`config.mk`:
```
export PLATFORM = sky130hd
export DESIGN_NAME = maze_move_ctrl
export DESIGN_NICKNAME = d
export VERILOG_FILES = /design/src/rtl/maze_pkg.sv /design/src/rtl/move_pacer.sv /design/src/rtl/maze_move_ctrl.sv
export SDC_FILE = /design/constraint.sdc
export NUM_CORES = 1
export LEC_CHECK = 0
export CAP_MARGIN = 0
export CORE_MARGIN = 1.5
export CORE_UTILIZATION = 43
export CTS_BUF_LIST = sky130_fd_sc_hd__clkbuf_8 sky130_fd_sc_hd__clkbuf_16
export DETAILED_ROUTE_END_ITERATION = 8
export GPL_TIMING_DRIVEN = 0
export PLACE_DENSITY_LB_ADDON = 0.1
export SYNTH_ARGS = -nofsm -noshare
export SYNTH_HDL_FRONTEND = slang
export SYNTH_SLANG_ARGS = --single-unit
export TNS_END_PERCENT = 1
```
`constraint.sdc`:
```
create_clock -name clk -period 4.45 [get_ports clk]
set_input_delay 0.89 -clock clk [delete_from_list [all_inputs] [get_ports clk]]
set_output_delay 0.89 -clock clk [all_outputs]
set_load 0.01 [all_outputs]
```
`src/rtl/maze_pkg.sv`:
```
// Shared types and constants for the maze game logic.
// Grid geometry, block coordinates, FSM states, move directions.
package maze_pkg;

  localparam int MAZE_COLS  = 40;
  localparam int MAZE_ROWS  = 30;
  localparam int ROM_ADDR_W = 11;

  typedef logic [5:0] bcoord_t;

  typedef enum logic [2:0] {
    IDLE,
    PLAY,
    READ,
    WAIT,
    WIN
  } state_t;

  typedef enum logic [1:0] {
    DIR_UP,
    DIR_DOWN,
    DIR_LEFT,
    DIR_RIGHT
  } dir_t;

endpackage

```
`src/rtl/move_pacer.sv`:
```
// Free-running move pacing counter.
// Pulses tick on the last count of each TICKS-cycle period.
module move_pacer #(
  parameter int TICKS = 25000000
) (
  input  logic clk,
  input  logic rst,
  input  logic clr,
  input  logic en,
  output logic tick
);

  localparam int CW = $clog2(TICKS);
  localparam logic [CW-1:0] LAST = CW'(TICKS - 1);

  logic [CW-1:0] cnt;

  assign tick = (cnt == LAST);

  // Count while enabled, wrap at LAST, hold at zero otherwise
  always_ff @(posedge clk) begin
    if (rst || clr || !en)
      cnt <= '0;
    else if (cnt == LAST)
      cnt <= '0;
    else
      cnt <= cnt + 1'b1;
  end

endmodule

```
`src/rtl/maze_move_ctrl.sv`:
```
// Player movement controller for the block maze.
// Paces moves, checks target blocks in the maze ROM, flags a win.
module maze_move_ctrl
  import maze_pkg::*;
#(
  parameter int          MOVE_TICKS = 25000000,
  parameter logic [15:0] FREE_VALUE = 16'hFFFF,
  parameter int          START_BCOL = 1,
  parameter int          START_BROW = 1,
  parameter int          EXIT_BCOL  = 38,
  parameter int          EXIT_BROW  = 28
) (
  input  logic        clk,
  input  logic        rst,
  input  logic        i_start,
  input  logic        i_up,
  input  logic        i_down,
  input  logic        i_left,
  input  logic        i_right,
  output logic        o_rom_en,
  output logic [10:0] o_rom_addr,
  input  logic [15:0] i_rom_data,
  output logic [5:0]  o_player_bcol,
  output logic [5:0]  o_player_brow,
  output logic [5:0]  o_exit_bcol,
  output logic [5:0]  o_exit_brow,
  output logic        o_win,
  output logic [15:0] o_move_cnt
);

  localparam bcoord_t ST_C   = bcoord_t'(START_BCOL);
  localparam bcoord_t ST_R   = bcoord_t'(START_BROW);
  localparam bcoord_t EX_C   = bcoord_t'(EXIT_BCOL);
  localparam bcoord_t EX_R   = bcoord_t'(EXIT_BROW);
  localparam bcoord_t LAST_C = bcoord_t'(MAZE_COLS - 1);
  localparam bcoord_t LAST_R = bcoord_t'(MAZE_ROWS - 1);

  state_t  state;
  bcoord_t col, row;
  bcoord_t tcol, trow;
  bcoord_t nxt_col, nxt_row;
  dir_t    dir;
  logic    any_btn;
  logic    off_grid;
  logic    run;
  logic    tick;

  assign run = (state == PLAY) || (state == READ) || (state == WAIT);

  move_pacer #(
    .TICKS (MOVE_TICKS)
  ) u_pacer (
    .clk  (clk),
    .rst  (rst),
    .clr  (i_start),
    .en   (run),
    .tick (tick)
  );

  assign o_player_bcol = col;
  assign o_player_brow = row;
  assign o_exit_bcol   = EX_C;
  assign o_exit_brow   = EX_R;

  // Pick direction by priority and form the neighbouring target block
  always_comb begin
    any_btn  = i_up | i_down | i_left | i_right;
    dir      = DIR_RIGHT;
    nxt_col  = col;
    nxt_row  = row;
    off_grid = 1'b0;
    if (i_up)
      dir = DIR_UP;
    else if (i_down)
      dir = DIR_DOWN;
    else if (i_left)
      dir = DIR_LEFT;
    unique case (dir)
      DIR_UP: begin
        off_grid = (row == '0);
        nxt_row  = row - 1'b1;
      end
      DIR_DOWN: begin
        off_grid = (row >= LAST_R);
        nxt_row  = row + 1'b1;
      end
      DIR_LEFT: begin
        off_grid = (col == '0);
        nxt_col  = col - 1'b1;
      end
      DIR_RIGHT: begin
        off_grid = (col >= LAST_C);
        nxt_col  = col + 1'b1;
      end
    endcase
  end

  // Game FSM: move attempt, ROM wall check, position and win update
  always_ff @(posedge clk) begin
    if (rst) begin
      state      <= IDLE;
      col        <= ST_C;
      row        <= ST_R;
      tcol       <= '0;
      trow       <= '0;
      o_rom_en   <= 1'b0;
      o_rom_addr <= '0;
      o_win      <= 1'b0;
      o_move_cnt <= '0;
    end else if (i_start) begin
      state      <= PLAY;
      col        <= ST_C;
      row        <= ST_R;
      o_rom_en   <= 1'b0;
      o_win      <= 1'b0;
      o_move_cnt <= '0;
    end else begin
      unique case (state)
        IDLE: ;
        PLAY: begin
          if (tick && any_btn && !off_grid) begin
            tcol       <= nxt_col;
            trow       <= nxt_row;
            o_rom_en   <= 1'b1;
            o_rom_addr <= {nxt_col, nxt_row[4:0]};
            state      <= READ;
          end
        end
        READ: begin
          o_rom_en <= 1'b0;
          state    <= WAIT;
        end
        WAIT: begin
          state <= PLAY;
          if (i_rom_data == FREE_VALUE) begin
            col <= tcol;
            row <= trow;
            if (o_move_cnt != 16'hFFFF)
              o_move_cnt <= o_move_cnt + 1'b1;
            if (tcol == EX_C && trow == EX_R) begin
              state <= WIN;
              o_win <= 1'b1;
            end
          end
        end
        WIN: ;
        default: state <= IDLE;
      endcase
    end
  end

endmodule

```
=== Word-level counts from Yosys, hierarchy flattened ===
Index checks and enable logic that the tools add are counted.

* Register bits: 81
* Output and inout bits: 53
* Logic and storage cells: 76
* Input port bits: 23

* Multiplexer cells: 13
* Reduce and logical (&&, ||, !) cells: 24
* Bitwise operators: 5
* $lt $le $gt $ge: 2
* Add/subtract/negate cells: 6
* Equal/unequal tests: 15

{| class="wikitable"
|+ Operators by type and width
! kind !! number
|-
| 25-bit by 1-bit adder with 25-bit output, second input constant || 1
|-
| 25-bit equality test, second input constant || 1
|-
| 6-bit one-hot mux with 2 select lines || 2
|-
| 16-bit by 1-bit adder with 16-bit output, second input constant || 1
|-
| 16-bit equality test, second input constant || 1
|-
| 16-bit inequality test, second input constant || 1
|-
| 6-bit by 1-bit adder with 6-bit output, second input constant || 2
|-
| 6-bit logical NOT || 2
|-
| 3-bit one-hot mux with 4 select lines || 1
|-
| 6-bit by 1-bit subtractor with 6-bit output, second input constant || 2
|-
| 3-bit 2-to-1 mux || 3
|-
| 3-bit AND reduction || 3
|-
| 2-bit AND reduction || 4
|-
| 3-bit by 2-bit equality test with 1-bit output, second input constant || 2
|-
| 6-bit by 5-bit equality test with 1-bit output, second input constant || 1
|-
| 6-bit equality test, second input constant || 1
|-
| 6-bit by 5-bit >= comparator with 1-bit output, second input constant || 1
|-
| 6-bit >= comparator, second input constant || 1
|-
| 2-bit OR reduction || 3
|-
| 2-bit equality test, second input constant || 2
|-
| 1-bit logical OR || 4
|-
| 2-bit 2-to-1 mux || 2
|-
| 2-bit by 1-bit inequality test with 1-bit output, second input constant || 2
|-
| 1-bit one-hot mux with 4 select lines || 1
|-
| 13 further kinds || 21
|}

=== Depth between registers and ports, before layout ===
Gate-level depths: netlist (run 1).

* Depth in word-level cells: 10
* Gate-level depth with buffers: 10
* Depth with buffers taken out: 9

=== Modules after synthesis ===
From an unflattened synthesis (run 1), not the netlist that was laid out.

* Cells, all modules: 470
* Area, all modules: 3908.7 um2

{| class="wikitable"
|+ By module, submodules not included
! module !! area each (um2) !! cells each !! sequential area each (um2) !! instances
|-
| maze_move_ctrl || 2742.6 || 336 || 900.9 || 1
|-
| move_pacer || 1166.1 || 134 || 500.5 || 1
|}

=== Worst setup path after synthesis (run 1) ===
OpenSTA, ideal clock, no wires.

* Path kind: input -> register
* Start point: input i_up
* End point: register o_rom_addr[10]
* Path buffers: 1
* Setup slack: 1.490 ns
* Stages: 10
* Library setup time: 0.086 ns
* Data arrival time: 2.874 ns
* Data required time: 4.364 ns
* Path through: buf_2 -> nor2_1 -> nand2_1 -> ha_1 -> o21ai_0 -> nor2_1 -> mux2i_1 -> nand3_1 -> xnor2_1 -> a211oi_1

* Word-level cells in the longest chain between the ends: 6
* Elaborated cells on any way between the ends: 14
* Those cells by class: eq/ne (3); mux (3); bitwise (3); reduce/logical (5)

{| class="wikitable"
|+ Ends and longest elaborated chain
! element !! line !! RTL
|-
| start, declared || maze_move_ctrl.sv:16 || <nowiki>input logic i_up,</nowiki>
|-
| 2-bit 2-to-1 mux or 1-bit OR (tied branches) || maze_move_ctrl.sv:72, maze_move_ctrl.sv:67 ||
|-
| 2-bit equality test, or another cell as far along || maze_move_ctrl.sv:78 || <nowiki>unique case (dir)</nowiki>
|-
| 1-bit one-hot mux with 4 select lines or 1-bit OR (tied branches) || maze_move_ctrl.sv:78, maze_move_ctrl.sv:67 ||
|-
| 1-bit logical NOT or 1-bit logical AND (tied branches) || maze_move_ctrl.sv:121 || <nowiki>if (tick && any_btn && !off_grid) begin</nowiki>
|-
| 1-bit logical AND || maze_move_ctrl.sv:121 ||
|-
| 3-bit AND reduction (no source line) || - ||
|-
| end signal, assigned || maze_move_ctrl.sv:125 || <nowiki>o_rom_addr <= {nxt_col, nxt_row[4:0]};</nowiki>
|-
| end, declared || maze_move_ctrl.sv:21 || <nowiki>output logic [10:0] o_rom_addr,</nowiki>
|}

Several ways; a longest one is shown, not always the timed one.
A chain may end at the register's enable or synchronous reset.

=== Worst setup path after layout (run 1) ===
* Start point: input i_down
* End point: register o_rom_addr[10]

* Word-level cells in the longest chain between the ends: 7
* Elaborated cells on any way between the ends: 15
* Those cells by class: eq/ne (3); mux (4); bitwise (3); reduce/logical (5)

{| class="wikitable"
|+ Ends and longest elaborated chain
! element !! line !! RTL
|-
| start, declared || maze_move_ctrl.sv:17 || <nowiki>input logic i_down,</nowiki>
|-
| 2-bit 2-to-1 mux || maze_move_ctrl.sv:74 || <nowiki>else if (i_down)</nowiki>
|-
| 2-bit 2-to-1 mux || maze_move_ctrl.sv:72 || <nowiki>if (i_up)</nowiki>
|-
| 2-bit equality test, or another cell as far along || maze_move_ctrl.sv:78 ||
|-
| 1-bit one-hot mux with 4 select lines || maze_move_ctrl.sv:78 ||
|-
| 1-bit logical NOT || maze_move_ctrl.sv:121 ||
|-
| 1-bit logical AND || maze_move_ctrl.sv:121 ||
|-
| 3-bit AND reduction (no source line) || - ||
|}

Several ways; a longest one is shown, not always the timed one.

==> results of run 1 <==
[state kept, by name, indices dropped and copies added (netlist names)]
| register | cells |
|---|---|
| o_rom_addr | 11 |
| state | 3 |
| u_pacer.cnt | 25 |
| trow | 1 |
| o_player_bcol | 6 |
| o_rom_en | 1 |
| o_move_cnt | 16 |
| o_win | 1 |
| o_player_brow | 6 |
[worst max-delay path, cell delays in order]
cell and delay [ns]:
clkdlybuf4s50_1 0.48, nor2_1 0.75, nand2_1 0.33, ha_1 0.45
o21ai_0 0.09, nor2_1 0.17, mux2i_1 0.20, nand3_1 0.11
xnor2_1 0.14, a211oi_1 0.24
[layout make-up]
cell class                      count  share of cell area (%)
Clock buffer                       10                    2.86
Buffer                             33                    4.53
Inverter                            8                   0.625
Timing Repair Buffer               62                    12.9
Sequential cell                    70                    29.2
Multi-Input combinational cell    340                    45.8
Tap cell                          108                    2.81
Clock inverter                      6                    1.28
[power by group through the flow]
stage	clock [mW]	sequential [mW]	combinational, mW
after floorplan	0	0.642	0.0542
after global placement	0	0.643	0.0847
after detailed placement	0	0.643	0.0853
after CTS	0.527	0.628	0.0858
after global routing	0.554	0.628	0.0947
final	0.512	0.628	0.0851
[worst paths after layout]
kind / end / slack [ns]
worst max register to register: o_rom_addr[6]$_SDFFE_PP0P_ / 2.19
worst min-delay path: o_win$_SDFFE_PP0P_ / 0.46
worst max-delay path: o_rom_addr[10]$_SDFFE_PP0P_ / 0.85
worst min register to register: o_win$_SDFFE_PP0P_ / 0.46
[cells in the final DEF, fill, tap and decap left out, types with 11 or more instances in the layout]
cell type / Yosys / routed
mux2i_1: 21 / 21
nand4_1: 11 / 11
nand3_1: 24 / 24
nor3_1: 15 / 15
clkdlybuf4s50_1: 0 / 62
buf_4: 17 / 17
conb_1: 2 / 12
nand2_1: 32 / 32
xnor2_1: 29 / 29
xor2_1: 16 / 16
dfxtp_1: 70 / 70
nor2_1: 72 / 72
[metal layers]
metal	vias to the layer above	wire length [um]	GRT usage, %	part of all wire, %
met3	6	292	3.96	3.4
met2	53	4030	31.4	47
met1	1510	4110	24.3	48
met5	-	0	0	0
li1	1674	-	-	-
met4	0	102	6.69	1.2
[metrics by stage]
stage	cells	cell area, sq um	setup WS (ns)	utilization, %	hold slack, ns
after floorplan	451	3850	1.49	-	0.430
after global placement	621	4610	0.578	53.3	0.445
after detailed placement	621	4610	0.555	53.3	0.452
after CTS	637	4810	0.900	55.7	0.463
after global routing	637	4810	0.646	55.7	0.513
final	637	4810	0.847	55.7	0.461
[logic make-up after synthesis]
group,after synthesis
mux,21
simple gates,208
buf+inv,41
compound gates,42
other cells,2
flops,70
xor+xnor,45
fa+ha+maj,12
==> metrics.cfg, run 1 <==
[sta]
fin_crit_sh_pct=81.0
worst_pin_slew_ns=0.926
setup_total_negative_slack_ns=0
final-max-slew-violation-count=0
setup_viol=0
rsz_0062_raised_after_global_routing=false
max_freq_mhz=278
final-hold-violation-count=0
fin_crit_ns=3.60
slew_headroom_pct=38.0
clock_skew_ns=0.00810

[power]
p_sw_share_pct=23.2
maximum_vdd_drop_uv=192
total_switching_power_mw=0.284
pwr-share-seq_pct=51.3
comb_power_share_pct=6.9
p_per_area_nw_per_um2=255
total_power_mw=1.23
power.static_leakage_nw=1.73
int_pwr_mw=0.941
clock_power_share_pct=41.8

[synthesis]
synth-edff-count=0
post_synth_instance_area_sq_um=3810
synth_most_common_cell=nor2_1
yosysWarnings=0
yosys.cell_types.count=57
synth_top_cells_by_count=nor2_1, dfxtp_1, nand2_1
synth.ff_latch_count=70
synth-xor-area-share_pct=10.3
async_reset_ff_share_pct=0
synth_mux_area_share_pct=5.51
synth-simple-area-share_pct=28.7
register_area_share_after_synthesis_pct=36.7
main_combinational_cell_family_by_area_after_synthesis=simple AND/OR/NAND/NOR gates
top_area_cells_in_the_synthesized_netlist=dfxtp_1, nor2_1, xnor2_1
synth.top_cell.area_share_pct=36.7
post-synth-top-area-cell=dfxtp_1
post_synth.cell_area_avg_sq_um=8.65
synth_instances=441
post_synth_fa_ha_maj_area_fraction_pct=4.33
synth_flop_cell=dfxtp_1
synth-compound-area-share_pct=7.68

[drt]
vias_per_cell=5.09
detail_route.wl_per_cell_um=13.4
detailedRoute.firstPassIterationCount=4
drc=0
via_count=3243
wirelength_mm=8.54
antenna_violating_nets_post_route=0
detailedRoute.firstIterationViolations=118

[setup_path]
end_kind=flop
critical_path_class=in -> reg
timing.reg2reg.worst_path_depth=9
r2r-start=u_pacer.cnt[0]$_SDFF_PP0_
max_fanout_on_critical_path=10
crit_path_start_kind=input port
timing.critical_path.required_ns=4.70
worst_path_arrival_time_ns=3.86
critical_path.startpoint=i_down

[die]
fp.dieW_um=97.2
die_area_sq_um=9440
number_of_top_level_pins=76
placement_rows=34
initial_core_util_pct=44.2
floorplan.die.height_um=97.2
fp.coreArea_sq_um=8640

[finish]
diodes=0
final-seq-area_sq_um=1400
area_growth_pct=26.0
post_route_cells_drive_above_1_share_pct=10.6
design.final.nets=559
multiInputGateArea_sq_um=2200
layout.filler_cells=826

[worst_hold_path]
whs_path_depth=2
min-delay-path-class=reg -> reg
hold_path.startpoint=o_win$_SDFFE_PP0P_

[global_route]
grt_start_max_net_pins=13
initial_antenna_violation_count=0
grt-ovfl-total=0
grt_pass1_vias=3093
grt_usage_pct=18.9
grt_first_pass_wirelength_mm=14.6

[clock_network]
cts_post_setup_buffers_inserted=0
cts.sinks=70
clock_latency_ns=0.35
cts-root-to-sink-buffers=2
cts_tree=done
ctsHtreeMaxLevel=3
cts-buffers-inserted=9
hold_buffer_count_at_cts=0
cts.clk_slew.worst_paths_ns=0.07
post_cts.resized_instances=0
cts-root-buf=clkbuf_8

[flow_run]
cap_viol_max_count=0

[place]
dp_hpwl_mm=6.40
io_buffers=62
gp_congestion=0.837

[outcome]
outcome=complete, no violations

Power figures use the tool's default switching activity.
==> inputs of run 2 (changes only) <==
- clock period: 4.45 -> 3.75 ns (I/O delays scaled with it)
==> results of run 2 <==
Same layout as run 1 (identical final DEF). Status: complete, no violations.
Main changes from that run: setup slack after placement 0.555 ns -> -0.00525 ns; setup slack after layout 0.847 ns -> 0.287 ns; register-to-register setup slack 2.19 ns -> 1.49 ns; total power 1.23 mW -> 1.45 mW; worst IR drop on VDD 192 uV -> 227 uV
